## config.mk

```make
export PLATFORM = sky130hd
export DESIGN_NAME = pipeif_fetch
export DESIGN_NICKNAME = d
export VERILOG_FILES = /design/src/rtl/pipeif_fetch.sv
export SDC_FILE = /design/constraint.sdc
export NUM_CORES = 1
export LEC_CHECK = 0
export ABC_AREA = 0
export ABC_CLOCK_PERIOD_IN_PS = 1800
export BUFFER_PORTS_ARGS = -buffer_cell sky130_fd_sc_hd__buf_4
export CORE_ASPECT_RATIO = 0.9
export CORE_MARGIN = 4
export CORE_UTILIZATION = 47
export DETAILED_ROUTE_END_ITERATION = 8
export GPL_TIMING_DRIVEN = 0
export PLACE_DENSITY = 0.78
export RECOVER_POWER = 25
export SETUP_SLACK_MARGIN = 0.15
export SYNTH_ARGS = -nofsm -noshare
export SYNTH_HDL_FRONTEND = slang
export SYNTH_SLANG_ARGS = --single-unit
```

## constraint.sdc

```tcl
create_clock -name clk -period 1.8 [get_ports clk]
set_input_delay 0.09 -clock clk [delete_from_list [all_inputs] [get_ports clk]]
set_output_delay 0.09 -clock clk [all_outputs]
set_load 0.03 [all_outputs]
```

## src/rtl/pipeif_fetch.sv

```systemverilog
// Instruction-fetch stage: PC, next-PC select, req/ack imem fetch and IF/ID register.
// Optional bubble counter port/logic enabled by defining IF_BUBBLE_CNT_EN.
//
// state  | meaning
// S_REQ  | request outstanding at imem_addr = pc, waiting for imem_ack
// S_HOLD | fetched word parked in ibuf while ID is stalled, no request
module pipeif_fetch #(
  parameter logic [31:0] RESET_PC = 32'h0000_0000,
  parameter logic [31:0] NOP_INST = 32'h0000_0000
) (
  input  logic        clk,
  input  logic        clrn,
  input  logic [1:0]  pcsource,
  input  logic [31:0] bpc,
  input  logic [31:0] ra,
  input  logic [31:0] jpc,
  input  logic        nostall,
  input  logic        imem_ack,
  input  logic [31:0] imem_rdata,
  output logic        imem_req,
  output logic [31:0] imem_addr,
  output logic [31:0] pc,
  output logic [31:0] dpc4,
  output logic [31:0] inst
`ifdef IF_BUBBLE_CNT_EN
  ,
  output logic [31:0] bubble_cnt
`endif
);

  typedef enum logic {S_REQ = 1'b0, S_HOLD = 1'b1} state_t;

  state_t      state, state_nxt;
  logic        redir_valid;
  logic [31:0] redir_pc;
  logic [31:0] ibuf;
  logic        ready;
  logic [31:0] ready_inst;
  logic [31:0] pc4;
  logic [31:0] target;
  logic [31:0] npc_raw;
  logic [31:0] npc;

  always_ff @(posedge clk or negedge clrn) begin
    if (!clrn) state <= S_REQ;
    else       state <= state_nxt;
  end

  always_comb begin
    state_nxt = state;
    case (state)
      S_REQ:   if (imem_ack && !nostall) state_nxt = S_HOLD;
      S_HOLD:  if (nostall)              state_nxt = S_REQ;
      default: state_nxt = S_REQ;
    endcase
  end

  always_comb begin
    imem_req  = (state == S_REQ);
    imem_addr = pc;
  end

  // An ack only counts while a request is outstanding.
  assign ready      = (state == S_HOLD) || imem_ack;
  assign ready_inst = (state == S_HOLD) ? ibuf : imem_rdata;
  assign pc4        = pc + 32'd4;

  always_comb begin
    target = pc4;
    case (pcsource)
      2'b01:   target = bpc;
      2'b10:   target = ra;
      2'b11:   target = jpc;
      default: target = pc4;
    endcase
  end

  // A live redirect from ID beats one parked while the delay slot was in flight.
  assign npc_raw = (pcsource != 2'b00) ? target : (redir_valid ? redir_pc : pc4);
  assign npc     = {npc_raw[31:2], 2'b00};

  always_ff @(posedge clk or negedge clrn) begin
    if (!clrn) begin
      pc          <= RESET_PC;
      dpc4        <= 32'd0;
      inst        <= NOP_INST;
      redir_valid <= 1'b0;
      redir_pc    <= 32'd0;
      ibuf        <= 32'd0;
    end else begin
      if (state == S_REQ && imem_ack && !nostall)
        ibuf <= imem_rdata;
      if (nostall) begin
        if (ready) begin
          inst        <= ready_inst;
          dpc4        <= pc4;
          pc          <= npc;
          redir_valid <= 1'b0;
        end else begin
          inst <= NOP_INST;
          if (pcsource != 2'b00) begin
            redir_pc    <= {target[31:2], 2'b00};
            redir_valid <= 1'b1;
          end
        end
      end
    end
  end

`ifdef IF_BUBBLE_CNT_EN
  always_ff @(posedge clk or negedge clrn) begin
    if (!clrn)                 bubble_cnt <= 32'd0;
    else if (nostall && !ready) bubble_cnt <= bubble_cnt + 32'd1;
  end
`endif

endmodule

```

; ---- Yosys cells after proc, flatten, opt, wreduce, memory -nomap -nowiden
; Cells that the tools add are included.
[word_totals]
word_cells = 33
ramBits = 0
n_memories = 0
latchBits = 0
inputBits = 134
rom_bits = 0
regBits = 158
out_inout_bits = 129
[classes]
n_div = 0
eq_ne = 3
n_lt_le_gt_ge = 0
n_reduce_logical = 10
n_mux = 10
n_shift = 0
bitwise_logic = 2
n_addsub = 1
mul = 0
[ops]
columns = operator, n
row1 = $mux W32, 4
row2 = $pmux W32 S3, 1
row3 = $add A32 B3 Y32 const B, 1
row4 = $eq A2 B2 Y1 const B, 2
row5 = $mux W1, 4
row6 = $reduce_and A2 Y1, 2
row7 = $reduce_bool A2 Y1, 2
row8 = $logic_and A1 B1 Y1, 3
row9 = $reduce_and A3 Y1, 1
row10 = $eq A2 B1 Y1 const B, 1
row11 = $not A1 Y1, 2
row12 = $pmux W1 S2, 1
row13 = $logic_not A1 Y1, 1
row14 = $logic_or A1 B1 Y1, 1

; ---- Longest topological paths before layout
; Gate-level depths: netlist of the first run.
[depth]
depth_word = 4
ltp_mapped = 8
depth_no_buf = 6

; ---- Worst setup path after synthesis of the first run
; OpenSTA, ideal clock, no wires.
[synth_timing]
kind = register -> register
startpoint = register pc[2], in the netlist imem_addr[2]
endpoint = register dpc4[24]
n_path_buf = 1
setup_ps = 124
path_stages_with_launch = 8
t_required_ps = 1676
arrival_ps = 1980
setup_slack_ps = -304
cell_sequence = dfrtp_1 ha_1 and4_1 and4_1 buf_2 nand3_1 and3_1 a211o_1
[synth_between]
elab_chain_len = 1
[synth_rtl]
columns = element, line_no
row1 = from (decl), 22  ; output logic [31:0] pc,
row2 = from (signal assigned), 97  ; pc <= npc;
row3 = $add A32 B3 Y32, 66  ; assign pc4 = pc + 32'd4;
row4 = to (signal assigned), 96  ; dpc4 <= pc4;
row5 = to (decl), 23  ; output logic [31:0] dpc4,
; Every way passes these cells.
; A chain may end at the register's enable or synchronous reset.

; ---- Worst setup path after layout of the first run
[layout_timing]
startpoint = register pc[10], in the netlist imem_addr[10]
endpoint = register pc[19], in the netlist imem_addr[19]
[layout_between]
elab_chain_len = 3
[layout_rtl]
columns = element, line_no
row1 = $add A32 B3 Y32 *, 66
row2 = $pmux W32 S3 or $mux W32 (tied branches), "70, 79"
row3 = $mux W32 *, 79  ; assign npc_raw = (pcsource != 2'b00) ? target : (redir_valid ? redir_pc : pc4);
; Every way passes the cells marked *; elsewhere a longest branch is shown, timed or not.

==> metrics.txt, run 1 <==
Worst path top cell family by delay=buffers and inverters; n_diodes=0; clk_lat worst skew=430 ps; failing checks=negative setup slack; CP bufs+invs=5; P_leak=approximately 5.8 nW; Iteration-0 DRC Markers=just under 900; critical-path cell list=buf_6 -> nand4_4 -> buf_6 -> buf_6 -> nor4_4 -> buf_4 -> buf_4 -> nand3_4 -> o32a_1 -> o22ai_1; total iterations of the first detailed-routing run=5; final slew viol count=0; final non-filler cell total=1481; slew margin rel.=0.1747; Die Ht=132.9 µm; clock power share=0.275; FF+latch count, synth=between 150 and 200; worst-margin pin slew=between 1000 and 1500 ps; MaxCap Viol Count=0; post-synthesis sequential area ratio=0.4792; drt drc=0; most common cell after layout, fill and taps aside=buf_4; Multi-input gate area=4257 µm²; RePlAce Congestion=about 0.94; post-route ant nets=0; Inserted Clock Buffers=17; Tmin final=~2000 ps; sequential share of power=0.363; CP Data Required Time=2140 ps; Top-Level Pins=roughly 260; Post-Syn Instances=roughly 860; nets=1368; yosys warns=0; die width=146.8 µm; Switch Pwr=just under 0.005 W; most frequent cells in the layout=buf_4 (317), dfrtp_1 (131), nand2_1 (103); clk sink count=156; Yosys cell types=61; hold-critical path depth=3; Core ar.=between 15000 and 20000 µm²; synthesized area=8147 µm²; largest net degree at the start of global routing=85; worst hold-check path type=input port to flop; CTS tree=done; internal power consumption=0.008132 W; H-tree depth=4; dpl hpwl=20000 µm; VDD IR max=0.7657 mV; status=finished, violations left; Async S/R FF share, synth=1.000; Switching Share=0.3778; Reg2Reg Capture Point=imem_addr[19]; Slowest cell on crit path=dfrtp_2; Finished Core Util=0.7417; Setup crit end kind=flop; Worst Path Arrival=2340 ps; RSZ-0062 raised after global routing=true; total gr overflow=0; CP peak stage delay=370 ps; DR vias=8748; Highest Clock Rate=500.9 MHz; Cell Rows=45; synthesized area per cell=9.506 µm²; Reg area=3935 µm²; die area=~20000 µm²; hold endpoint=redir_pc[7]; Tot GR Track Use=0.2931; global-route wire length before repair=about 45000 µm; drt wl/cell=approximately 21 µm; clk buf depth=2; clock-pin slew on the worst setup and hold paths=about 70 ps; clock skew=9.980 ps; share of cells above drive strength 1=0.4486; total power=0.01307 W; kind of critical path=flop to flop; hold wc startpoint=ra[7]; Layout Area Growth over Synthesis=54.29%; fin crit share=1.109; Most used DFF post-synth=dfrtp_1; Cells after DPL=1346; CP Launch Type=flop; Crit Reg-Reg Startpoint=imem_addr[10]; reg-to-reg slack, setup=-200 ps; Comb power frac=0.362; # fillers=1130; Routed WL=around 31000 µm; Starting Density=0.4807; Pwr per Cell Area=between 1000 and 1500 nW/µm²; number of global-route vias before repair=8352; Final Hold Viols=0; initial antenna violation count=1; CP dominant cell by count=buf_6; Crit Path Max Fanout=4; EDFF count, synth=0; R2R depth=10; IO Port Bufs=248; via/cell ratio=5.907; fin worst setup slack=-196.3 ps; Root Buffer=clkbuf_16; Final setup viols=28
metal layers:
layer | vias up | global-route usage | routed length (µm) | share of wire
met1 | 4206 | 0.3983 | 12180 | 0.39
met5 | - | 0 | 13 | 0.00042
met3 | 111 | 0.08630 | 3644 | 0.12
met2 | 633 | 0.4530 | 14400 | 0.46
met4 | 2 | 0.09561 | 1056 | 0.034
li1 | 3796 | - | - | -
cells by family (layout without fill, tap and decap cells):
group,count (synthesis),in the layout,synth area share
AO/OA/AOI/OAI,248,248,0.1940
adder cells (fa/ha/maj),1,1,0.001536
buffers and inverters,111,495,0.07034
multiplexers,59,59,0.08002
other,1,6,0.0004603
flip-flops,156,156,0.4792
XOR/XNOR,25,25,0.02688
AND/OR/NAND/NOR,256,256,0.1476
sequential cells by signal, summed over array words and instances, names as in the netlist:
| name | flops |
|---|---|
| dpc4 | 30 |
| state | 1 |
| ibuf | 32 |
| redir_valid | 1 |
| imem_addr | 30 |
| inst | 32 |
| redir_pc | 30 |
power groups by stage:
stage | logic (W) | clock network (W) | registers (W)
floorplan | 0.00174 | 0 | 0.00540
global placement | 0.00393 | 0 | 0.00478
detailed placement | 0.00400 | 0 | 0.00482
CTS | 0.00449 | 0.00359 | 0.00468
global route | 0.00500 | 0.00374 | 0.00481
finish | 0.00474 | 0.00359 | 0.00474
metrics by stage:
step | TNS, ps | area, µm² | worst slack, ps | hold WS, ps
after floorplan | -832.7 | 8337 | -109.4 | -205.6
after global placement | -59030 | 10490 | -609.0 | 334.2
after detailed placement | -31510 | 10520 | -641.0 | 200.7
after CTS | -318.9 | 12190 | -82.77 | 6.833
after global routing | -3222 | 12570 | -226.6 | 27.81
final | -1783 | 12570 | -196.3 | 14.00
cell usage after synthesis, types with 17 or more instances:
master	n	area, µm²
nand3_1	17	85.08
nand2_1	108	405.4
o21ai_0	68	340.3
a22oi_1	43	322.8
dfrtp_1	156	3904
mux2_2	49	551.8
nor2_1	74	277.8
a21oi_1	57	285.3
buf_4	38	285.3
xnor2_1	21	183.9
clkbuf_1	42	157.7
area by class of cell:
type / count / area share
Timing Repair Buffer: 352 / 0.2204
Sequential cell: 156 / 0.3131
Clock inverter: 15 / 0.01244
Buffer: 101 / 0.05525
Multi-Input combinational cell: 595 / 0.3386
Inverter: 10 / 0.002986
Clock buffer: 17 / 0.03384
Tap cell: 235 / 0.02339
how the worst max path moves through the flow:
stage                       start       endpoint  slack [ps]  depth (start not counted)
finish              imem_addr[10]  imem_addr[19]        -200                         10
floorplan           imem_addr[10]  imem_addr[23]        -110                          6
CTS                 imem_addr[10]       dpc4[29]         -80                          6
global route        imem_addr[10]  imem_addr[23]        -230                         10
global placement            state  imem_addr[21]        -610                          5
detailed placement          state  imem_addr[26]        -640                          5
worst min-delay path, cell delays in order:
cell and delay (ps):
buf_4 80, a221oi_2 90, o21ai_0 140
timing repair:
item,in CTS,in global routing
endpoints found under the hold margin,152,0
resized for setup,101,72
pin swaps,39,30
gates cloned,0,1
hold buffers,42,0
setup buffers,41,19
setup endpoints to repair,119,126
No activity file was read; power rests on OpenSTA's default activity.
==> run 2: changes to the inputs <==
ABC_CLOCK_PERIOD_IN_PS = 2000   (was 1800)
CORE_UTILIZATION = 50   (was 47)
PLACE_DENSITY = 0.79   (was 0.78)
REMOVE_ABC_BUFFERS = 1   (was not set)
clock period = 2 ns   (was 1.8 ns; I/O delays follow)
==> run 2 against run 1 <==
The run now ends clean. Sequential power fell by 10%. Setup slack better by 330 ps. Cell count fell by 8.6%. Wire length fell by 13%. Combinational power fell by 22%. Clock power fell by 10%. Clock skew decreased by 0.64 ps. Die area decreased by 5.7%. Largest power group unchanged. Critical path depth is 4 lower. Critical endpoint is now imem_addr[16]. Global-route usage decreased by 0.93 points. First-iteration DRC count decreased by 25%.
==> metrics.txt, run 2 (synthesized netlist as in run 1, its figures left out) <==
Worst Path Arrival=2180 ps; VDD IR max=about 0.62 mV; clk sink count=156; CP Data Required Time=about 2300 ps; Final Cell Area=roughly 12000 µm²; Crit Path Max Fanout=4; Routed WL=roughly 27000 µm; Inserted Clock Buffers=17; worst hold-check path type=input port to flop; Iteration-0 DRC Markers=670; drt drc=0; RePlAce Congestion=0.8480; most common cell after layout, fill and taps aside=buf_4; clk buf depth=2; MaxCap Viol Count=0; DR vias=8044; metal3 WL=2536 µm; Highest Clock Rate=between 500 and 600 MHz; DP Area=9899 µm²; via/cell ratio=5.941; Finished Core Util=0.7328; number of global-route vias before repair=7821; worst-margin pin slew=898.2 ps; WL met2=approximately 13000 µm; Pwr per Cell Area=970.0 nW/µm²; most frequent cells in the layout=buf_4 (251), dfrtp_1 (131), nand2_1 (104); Core ar.=about 16000 µm²; die area=18400 µm²; total gr overflow=0; P_leak=5.145 nW; global-route wire length before repair=roughly 41000 µm; Final setup viols=0; n_diodes=0; Root Buffer=clkbuf_16; post-route ant nets=0; share of cells above drive strength 1=0.3655; die width=142.6 µm; uppermost routed layer=met4; Final Hold Viols=0; Largest regs=ibuf (32), inst (32); M1 wire length=10830 µm; clock skew=9.335 ps; total power=0.01117 W; Starting Density=0.5186; Tot GR Track Use=0.2839; RSZ-0062 raised after global routing=true; CP Launch Type=flop; final slew viol count=0; slew margin rel.=0.3990; IO Port Bufs=250; nets=1274; status=completed; dpl hpwl=16400 µm; Layout Area Growth over Synthesis=41.31%; kind of critical path=flop to flop; CTS tree=done; Setup crit end kind=flop; drt wl/cell=20.11 µm; total iterations of the first detailed-routing run=6; Tmin final=1864 ps; Cell Rows=43; Die Ht=129.1 µm; clock-pin slew on the worst setup and hold paths=roughly 70 ps; fin crit share=0.9319; clk_lat worst skew=approximately 430 ps; initial antenna violation count=0; H-tree depth=4; largest net degree at the start of global routing=94; Top-Level Pins=263
## run 2: routing by layer
layer  GRT usage  up-vias
met5           0        -
met4     0.09614        0
met3     0.06937       65
met2      0.4682      445
met1      0.3698     3943
li1            -     3591
## run 2: cell type report
| cell class | instances | area [µm²] |
|---|---|---|
| fillers | 1153 | 4198 |
| multi-input cells | 600 | 3946 |
| flip-flops and latches | 156 | 3940 |
| repair buffers | 354 | 2744 |
| clock buffers | 21 | 470.5 |
| well taps | 202 | 252.7 |
| clock inverters | 11 | 117.6 |
| inverters | 10 | 41.29 |
## run 2: worst paths after layout
check	start	to	slack (ps)	cells after the start
setup / recovery	imem_addr[2]	imem_addr[16]	140	6
hold / removal	ra[4]	redir_pc[4]	5	3
setup reg to reg	imem_addr[2]	imem_addr[16]	140	6
hold reg to reg	dpc4[3]	dpc4[3]	480	2
max in group asynchronous	clrn	imem_addr[7]	960	3
min in group asynchronous	clrn	inst[17]	180	2
## run 2: stage by stage
stage	std cells	setup TNS [ps]	hold WS, ps	worst slack, ps
2_1_floorplan	761	-310570	-195.6	-4484
3_3_place_gp	1213	-611540	344.4	-8087
3_5_place_dp	1218	-98860	75.63	-1435
4_1_cts	1332	0	5.630	115.6
5_1_grt	1354	0	30.05	65.92
6_report	1354	0	4.960	136.1
## run 2: timing repair
action | in CTS | in global routing
hold endpoints to repair | 125 | 0
hold buffers | 43 | 0
cloned | 5 | 0
buffers inserted | 34 | 22
pin swaps | 11 | 13
resized for setup | 55 | 22
endpoints found under the setup margin | 156 | 31
## run 2: worst max-delay path, cell delays in order (launching register included)
cell,delay (ps)
dfrtp_2,410
ha_4,160
nand4_1,180
nor4_1,680
o21ai_0,150
nand2_1,90
o21ai_0,80
## run 2: report_power, final
group / internal, W / switching [W] / leakage [nW] / total [W]
clock: 0.00193 / 0.00131 / 0.289 / 0.00323
combinational: 0.00146 / 0.00222 / 2.98 / 0.00368
sequential: 0.00376 / 0.000493 / 1.87 / 0.00425
total: 0.00715 / 0.00402 / 5.14 / 0.0112
